`config.mk`:
```
export PLATFORM = sky130hd
export DESIGN_NAME = rx_fifo
export DESIGN_NICKNAME = d
export VERILOG_FILES = /design/src/rtl/uart_pkg.sv /design/src/rtl/fifo_mem.sv /design/src/rtl/rx_fifo.sv
export SDC_FILE = /design/constraint.sdc
export NUM_CORES = 1
export LEC_CHECK = 0
export BUFFER_PORTS_ARGS = -buffer_cell sky130_fd_sc_hd__buf_2
export CAP_MARGIN = 20
export CORE_ASPECT_RATIO = 1.25
export CORE_MARGIN = 2
export CORE_UTILIZATION = 34
export CTS_BUF_LIST = sky130_fd_sc_hd__clkbuf_16
export CTS_CLUSTER_DIAMETER = 60
export DETAILED_ROUTE_END_ITERATION = 10
export PLACE_DENSITY_LB_ADDON = 0.08
export SLEW_MARGIN = 20
export SYNTH_ARGS = -nofsm -noshare
export SYNTH_HDL_FRONTEND = slang
export SYNTH_HIERARCHICAL = 1
export SYNTH_SLANG_ARGS = --single-unit
```
`constraint.sdc`:
```
create_clock -name i_clk -period 2.8 [get_ports i_clk]
set_input_delay 0.14 -clock i_clk [delete_from_list [all_inputs] [get_ports i_clk]]
set_output_delay 0.14 -clock i_clk [all_outputs]
set_load 0.05 [all_outputs]
```
`src/rtl/uart_pkg.sv`:
```
// Shared UART-side constants: default receive word width and FIFO depth.
package uart_pkg;

  localparam int WIDTH_DATA_DEF = 8;
  localparam int DEPTH_LOG2_DEF = 4;
  localparam int PTR_W          = DEPTH_LOG2_DEF;

endpackage

```
`src/rtl/fifo_mem.sv`:
```
// Register file for rx_fifo: one synchronous write port, one asynchronous read port.
module fifo_mem
  import uart_pkg::*;
#(
  parameter int WIDTH_DATA = WIDTH_DATA_DEF,
  parameter int DEPTH_LOG2 = DEPTH_LOG2_DEF
) (
  input  logic                  i_clk,
  input  logic                  i_we,
  input  logic [DEPTH_LOG2-1:0] i_waddr,
  input  logic [WIDTH_DATA-1:0] i_wdata,
  input  logic [DEPTH_LOG2-1:0] i_raddr,
  output logic [WIDTH_DATA-1:0] o_rdata
);

  logic [WIDTH_DATA-1:0] mem [2**DEPTH_LOG2];

  // Storage is intentionally not reset; occupancy is tracked by the pointers.
  always_ff @(posedge i_clk) begin
    if (i_we) mem[i_waddr] <= i_wdata;
  end

  assign o_rdata = mem[i_raddr];

endmodule

```
`src/rtl/rx_fifo.sv`:
```
// Show-ahead receive FIFO behind the UART receiver with a one-cycle acknowledge.
// Define RX_FIFO_OVR_EN to add the sticky overflow flag (i_ovr_clr / o_ovr).
module rx_fifo
  import uart_pkg::*;
#(
  parameter int WIDTH_DATA = WIDTH_DATA_DEF,
  parameter int DEPTH_LOG2 = DEPTH_LOG2_DEF
) (
  input  logic                  i_clk,
  input  logic                  i_nrst,
  input  logic                  i_rdy,
  input  logic [WIDTH_DATA-1:0] i_data,
  output logic                  o_re,
  input  logic                  i_rd,
  output logic [WIDTH_DATA-1:0] o_data,
  output logic                  o_empty,
  output logic                  o_full,
  output logic [DEPTH_LOG2:0]   o_count
`ifdef RX_FIFO_OVR_EN
  ,
  input  logic                  i_ovr_clr,
  output logic                  o_ovr
`endif
);

  localparam logic [DEPTH_LOG2:0] DEPTH = (DEPTH_LOG2+1)'(2**DEPTH_LOG2);

  logic [DEPTH_LOG2-1:0] wptr;
  logic [DEPTH_LOG2-1:0] rptr;
  logic [DEPTH_LOG2:0]   count;
  logic                  re_q;
  logic                  cap;
  logic                  pop;
  logic                  wr;

  // Handshake: i_rdy is a level held by the receiver until it sees o_re.
  // o_re is a registered one-cycle pulse; while it is high i_rdy is masked,
  // so a word is captured exactly once even if i_rdy is still high.
  assign cap = i_rdy && !re_q;
  assign pop = i_rd && !o_empty;
  assign wr  = cap && (!o_full || pop);

  always_ff @(posedge i_clk or negedge i_nrst) begin
    if (!i_nrst) begin
      wptr  <= '0;
      rptr  <= '0;
      count <= '0;
      re_q  <= 1'b0;
    end else begin
      re_q <= cap;
      if (wr)  wptr <= wptr + 1'b1;
      if (pop) rptr <= rptr + 1'b1;
      case ({wr, pop})
        2'b10:   count <= count + 1'b1;
        2'b01:   count <= count - 1'b1;
        default: count <= count;
      endcase
    end
  end

  fifo_mem #(
    .WIDTH_DATA (WIDTH_DATA),
    .DEPTH_LOG2 (DEPTH_LOG2)
  ) u_mem (
    .i_clk   (i_clk),
    .i_we    (wr),
    .i_waddr (wptr),
    .i_wdata (i_data),
    .i_raddr (rptr),
    .o_rdata (o_data)
  );

  assign o_re    = re_q;
  assign o_count = count;
  assign o_empty = (count == '0);
  assign o_full  = (count == DEPTH);

`ifdef RX_FIFO_OVR_EN
  logic drop;
  assign drop = cap && o_full && !pop;

  // Set wins over clear so an overflow in the clearing cycle is not lost.
  always_ff @(posedge i_clk or negedge i_nrst) begin
    if (!i_nrst)        o_ovr <= 1'b0;
    else if (drop)      o_ovr <= 1'b1;
    else if (i_ovr_clr) o_ovr <= 1'b0;
  end
`endif

endmodule

```
# [Word-level counts from Yosys, hierarchy flattened]
# Memories as Yosys holds them, arrays and structs flattened.
# Index checks and enable logic that the tools add are counted.
[op_classes] shifts=0 n_reduce_logical=9 bitwise_logic=0 mul=0 magnitude_cmp=0 n_addsub=4 n_div=0 eq_ne=3 mux=3
[op_table] operator="$pmux W5 S2" n=1
[op_table] operator="$add A4 B1 Y4 const B" n=2
[op_table] operator="$add A5 B1 Y5 const B" n=1
[op_table] operator="$eq A5 B5 Y1 const B" n=1
[op_table] operator="$logic_not A5 Y1" n=1
[op_table] operator="$sub A5 B1 Y5 const B" n=1
[op_table] operator="$logic_and A1 B1 Y1" n=3
[op_table] operator="$logic_not A1 Y1" n=3
[op_table] operator="$eq A2 B1 Y1 const B" n=1
[op_table] operator="$eq A2 B2 Y1 const B" n=1
[op_table] operator="$mux W1" n=2
[op_table] operator="$reduce_bool A2 Y1" n=1
[op_table] operator="$logic_or A1 B1 Y1" n=1
[totals] ff_bits=14 latchBits=0 ramBits=128 romBits=0 memories=1 in_bits=12
[memory_table] name="u_mem.mem" depth=16 width=8 rd=1 rd_ports_with_merged_regs=0 wr=1 line="fifo_mem.sv:16" rtl="logic [WIDTH_DATA-1:0] mem [2**DEPTH_LOG2];"

# [Logic depth before layout (Yosys ltp)]
[depth] word_depth=7 mapped_depth=9 depth_no_buf=8

# [Modules after synthesis]
# Netlist, hierarchy kept.
[by_module_without_submodules] module="fifo_mem" instances=1 cells_each=221 seq_area_each_um2=3843.7 area_each_um2=4987.3
[by_module_without_submodules] module="rx_fifo" instances=1 cells_each=85 seq_area_each_um2=350.3 area_each_um2=875.8

# [Worst setup path before layout]
# Ideal clock, no wire load.
[synth_path] path_type="reg2reg" start="register count[3] (netlist: o_count[3])" end="register count[4] (netlist: o_count[4])" t_arrival_ns=3.038 path_slack_ns=-0.370 stages_incl_launch_ff=10 n_path_buf=1 setup_ns=0.131 cell_sequence="dfrtp_1 -> or4_4 -> buf_6 -> o21ai_2 -> nor2_1 -> fa_1 -> a211oi_1 -> o211ai_1 -> and3_1 -> or3_1"
[synth_between] elab_chain_cells=7
[synth_rtl] item="from (decl)" line="rx_fifo.sv:30" rtl="logic [DEPTH_LOG2:0] count;"
[synth_rtl] item="from (signal assigned)" line="rx_fifo.sv:54" rtl="2'b10: count <= count + 1'b1;"
[synth_rtl] item="from (signal assigned)" line="rx_fifo.sv:55" rtl="2'b01: count <= count - 1'b1;"
[synth_rtl] item="from (signal assigned)" line="rx_fifo.sv:56" rtl="default: count <= count;"
[synth_rtl] item="$logic_not A5 Y1" line="rx_fifo.sv:75" rtl="assign o_empty = (count == '0);"
[synth_rtl] item="$logic_not A1 Y1" line="rx_fifo.sv:40" rtl="assign pop = i_rd && !o_empty;"
[synth_rtl] item="$logic_and A1 B1 Y1" line="rx_fifo.sv:40"
[synth_rtl] item="$logic_or A1 B1 Y1" line="rx_fifo.sv:41" rtl="assign wr = cap && (!o_full || pop);"
[synth_rtl] item="$logic_and A1 B1 Y1" line="rx_fifo.sv:41"
[synth_rtl] item="$eq A2 B1 Y1 or $eq A2 B2 Y1 (tied branches)" line="rx_fifo.sv:53" rtl="case ({wr, pop})"
[synth_rtl] item="$pmux W5 S2 or $reduce_bool A2 Y1 (tied branches)"
# Several ways; a longest one is shown, not always the timed one.
# A chain may end at the register's enable or synchronous reset.

# [Worst setup path after layout]
[layout_path] start="register count[1] (netlist: o_count[1])" end="register count[4] (netlist: o_count[4])"
# Same word-level chain as after synthesis.

==> impl_results.md <==
- Cell-internal power: 5.20 mW
- R2R Setup Slk: 0.13 ns
- CTS Sinks: 142
- Final WL: 12.9 mm
- Crit Path Category: flop to flop
- HP Class: input pin to flop
- Post-CTS Setup Bufs: 0
- Die area: 18300 sq um
- RSZ-0062 raised after global routing: false
- Post-Synthesis Cells: ~310
- Seq pwr share: between 30% and 40%
- Initial DRC count: 181
- DIE WIDTH: 121 um
- Nets: 384
- Flip-flop and latch count after synthesis: 142
- Share of cells above drive strength 1: 30.9%
- F_max: 374 MHz
- Largest delay contributor family on the critical path: simple AND/OR/NAND/NOR gates
- Clk slew on worst S/H paths: ~0.06 ns
- Commonest cells post-synth: edfxtp_1 (128), nor2_1 (20), mux4_2 (18), a22oi_1 (17), nand2_1 (16)
- CTS tree: yes
- Slew HR: 29.8%
- Non-Filler Instances: ~600
- Worst-Margin Slew: 1.05 ns
- Routability cong.: 0.778
- Switch Pwr: 2.74 mW
- Final clock skew: 0.0109 ns
- Crit path max fanout: 4
- Distinct cell type count after synthesis: 46
- Core Region: between 15000 and 20000 sq um
- Final setup margin: approximately 0.13 ns
- Worst Setup Start Kind: flop
- Antenna Cells: 0
- Io pins: 28
- Setup violators final: 0
- Grt total ovfl: 0
- Status: finished clean
- Wire per inst: 21.5 um
- Top cell type's share of synthesized area: 65.6%
- Worst skew pair latency: 0.42 ns
- Hold EP: u_mem/mem[12][3]
- Root buf cell: clkbuf_16
- Placed cells: 566
- First-pass GRT wire length: 19.4 mm
- Slowest-stage cell, CP: or4_4
- Count leader, synth: edfxtp_1
- Drt pass-1 iters: 4
- Total CTS buffers: 17
- Total number of vias: 3042
- Number of global-route vias before repair: 3096
- Critical Path RT: 3.10 ns
- FF-to-FF path depth: 8
- Critical path endpoint category: flop
- Hold Fails Final Rpt: 0
- Worst EP arrival: 2.98 ns
- Count of pins over their slew limit: 0
- Max Root-Sink Buffers: 2
- Reg-to-reg startpoint: o_count[1]
- Pwr Density: ~1100 nW/um^2
- Initial Util: a little over a third
- Post-synth top area cell: edfxtp_1
- Buffers and inverters on the worst path: 0
- H-tree levels: 4
- Largest cells by area after synthesis: edfxtp_1 (66%), mux4_2 (6.9%), mux4_1 (6.3%), dfrtp_1 (6.0%), a22oi_1 (2.2%)
- Synth Area per Inst: between 15 and 20 sq um
- PortBufs: 27
- Tot GR Track Use: 15.3%
- Critical-path cell list: or4_4, o21ai_4, nor2_4, ha_4, a211oi_2, or4_1, and3_1, or3_1
- Vias per cell: 5.08
- Antenna Nets Post-Route: 0
- Share of synthesized registers carrying an async set or reset: between 9 and 10%
- Post-Syn Nets: 324
- Number of synthesized flops with an enable pin: approximately 130
- Top_reg_cell synth: edfxtp_1
- Layout area overhead: 21.0%
- DRC: 0
- Die height: approximately 150 um
- Delay of the slowest critical-path stage: 0.56 ns
- Min-delay src: i_data[3]
- Cell Rows: between 50 and 60
- Peak VDD IR: 0.736 mV
- Post-synth design cell area: 5860 sq um
- Initial antenna violation count: 0
- Max-cap viol count: 0
- Tcrit/Tclk final: roughly 95%
- Reg2reg end: o_count[4]
- Tmin final: 2.67 ns
- Synth Warn #: 6
- Post-synthesis sequential area ratio: 71.5%
- Sw Share: 34.5%
- DP HPWL: ~8.5 mm
- Pre-CTS setup slack: 0.138 ns
- Largest net degree at the start of global routing: 26
- Power share of the combinational group: 34.3%
- Worst hold stages: 1
- Clock power share: 30.6%
- P_leak: 2.46 nW
-- metrics by stage --
stage	utilization, %	instance area [sq um]	setup TNS [ns]	power, mW	hold slack, ns
detailed placement	38.2	6430	0	5.61	0.0858
global placement	38.2	6430	0	5.58	0.0743
finish	42.1	7090	0	7.94	0.109
global route	42.1	7090	0	8.30	0.110
CTS	42.1	7090	0	8.04	0.101
floorplan	-	5900	-0.142	4.76	-0.156
-- area by class of cell --
cell class | count | area, sq um
repair buffers | 55 | 385
well taps | 220 | 275
inverters | 4 | 15.0
clock buffers | 17 | 425
fillers | 1552 | 9750
clock inverters | 15 | 219
flip-flops and latches | 142 | 4200
multi-input cells | 146 | 1570
-- placed cells by master (no fill, tap or decap), types with 6 or more instances in the layout --
cell         n
nand2_1     16
buf_4       24
mux4_1      14
a22oi_1     17
xnor2_1      7
mux4_2      18
clkbuf_16   17
edfxtp_1   128
a21oi_1      6
dfrtp_1      9
nor3_1       7
nor2_1      19
buf_2       27
-- worst register-to-register path, cell delays in order (launching register included) --
cell and delay [ns]:
dfrtp_2 0.40, or4_4 0.56, o21ai_4 0.19, nor2_4 0.07
ha_4 0.28, a211oi_2 0.08, or4_1 0.50, and3_1 0.18
or3_1 0.30
-- state kept, by name (all words and copies together) (netlist names) --
register	cells
wptr	4
o_re	1
o_count	5
rptr	4
u_mem/mem	128
-- power groups by stage --
stage,Sequential [mW],Combinational (mW),Clock [mW]
2_1_floorplan,2.88,1.88,0
3_3_place_gp,2.81,2.77,0
3_5_place_dp,2.82,2.78,0
4_1_cts,2.78,2.78,2.48
5_1_grt,2.81,2.93,2.56
6_report,2.78,2.72,2.43
-- kinds of logic after synthesis --
logic type               count (synthesis)  share of synthesized area [%]
multiplexers                            33                           13.4
XOR/XNOR                                10                           1.49
flip-flops                             142                           71.5
AND/OR/NAND/NOR                         63                           5.46
adder cells (fa/ha/maj)                  6                           1.41
buffers and inverters                   18                           2.26
AO/OA/AOI/OAI                           34                           4.46
-- what timing repair did --
item / in CTS / in global routing
resized for setup: 0 / 1
endpoints found under the hold margin: 14 / 0
hold buffers: 1 / 0
setup endpoints to repair: 0 / 1
-- how the worst max path moves through the flow --
stage	start	end	slack, ns	depth (start not counted)
6_report	o_count[1]	o_count[4]	0.13	8
2_1_floorplan	o_count[1]	o_count[4]	-0.14	9
5_1_grt	o_count[1]	o_count[4]	0.03	8
4_1_cts	rptr[0]	o_data[4]	0.09	6
3_3_place_gp	o_count[1]	o_count[4]	0.17	8
3_5_place_dp	o_count[1]	o_count[4]	0.14	8
-- layer usage --
| metal | routed length (um) | vias up | GRT usage, % | share of wire [%] |
|---|---|---|---|---|
| met2 | 6750 | 50 | 26.2 | 52 |
| met5 | 0 | - | 0 | 0 |
| met3 | 353 | 20 | 3.80 | 2.7 |
| met4 | 238 | 0 | 6.32 | 1.8 |
| met1 | 5530 | 1593 | 18.4 | 43 |
| li1 | - | 1379 | - | - |
Note: power is estimated with default switching activity, not from simulation.
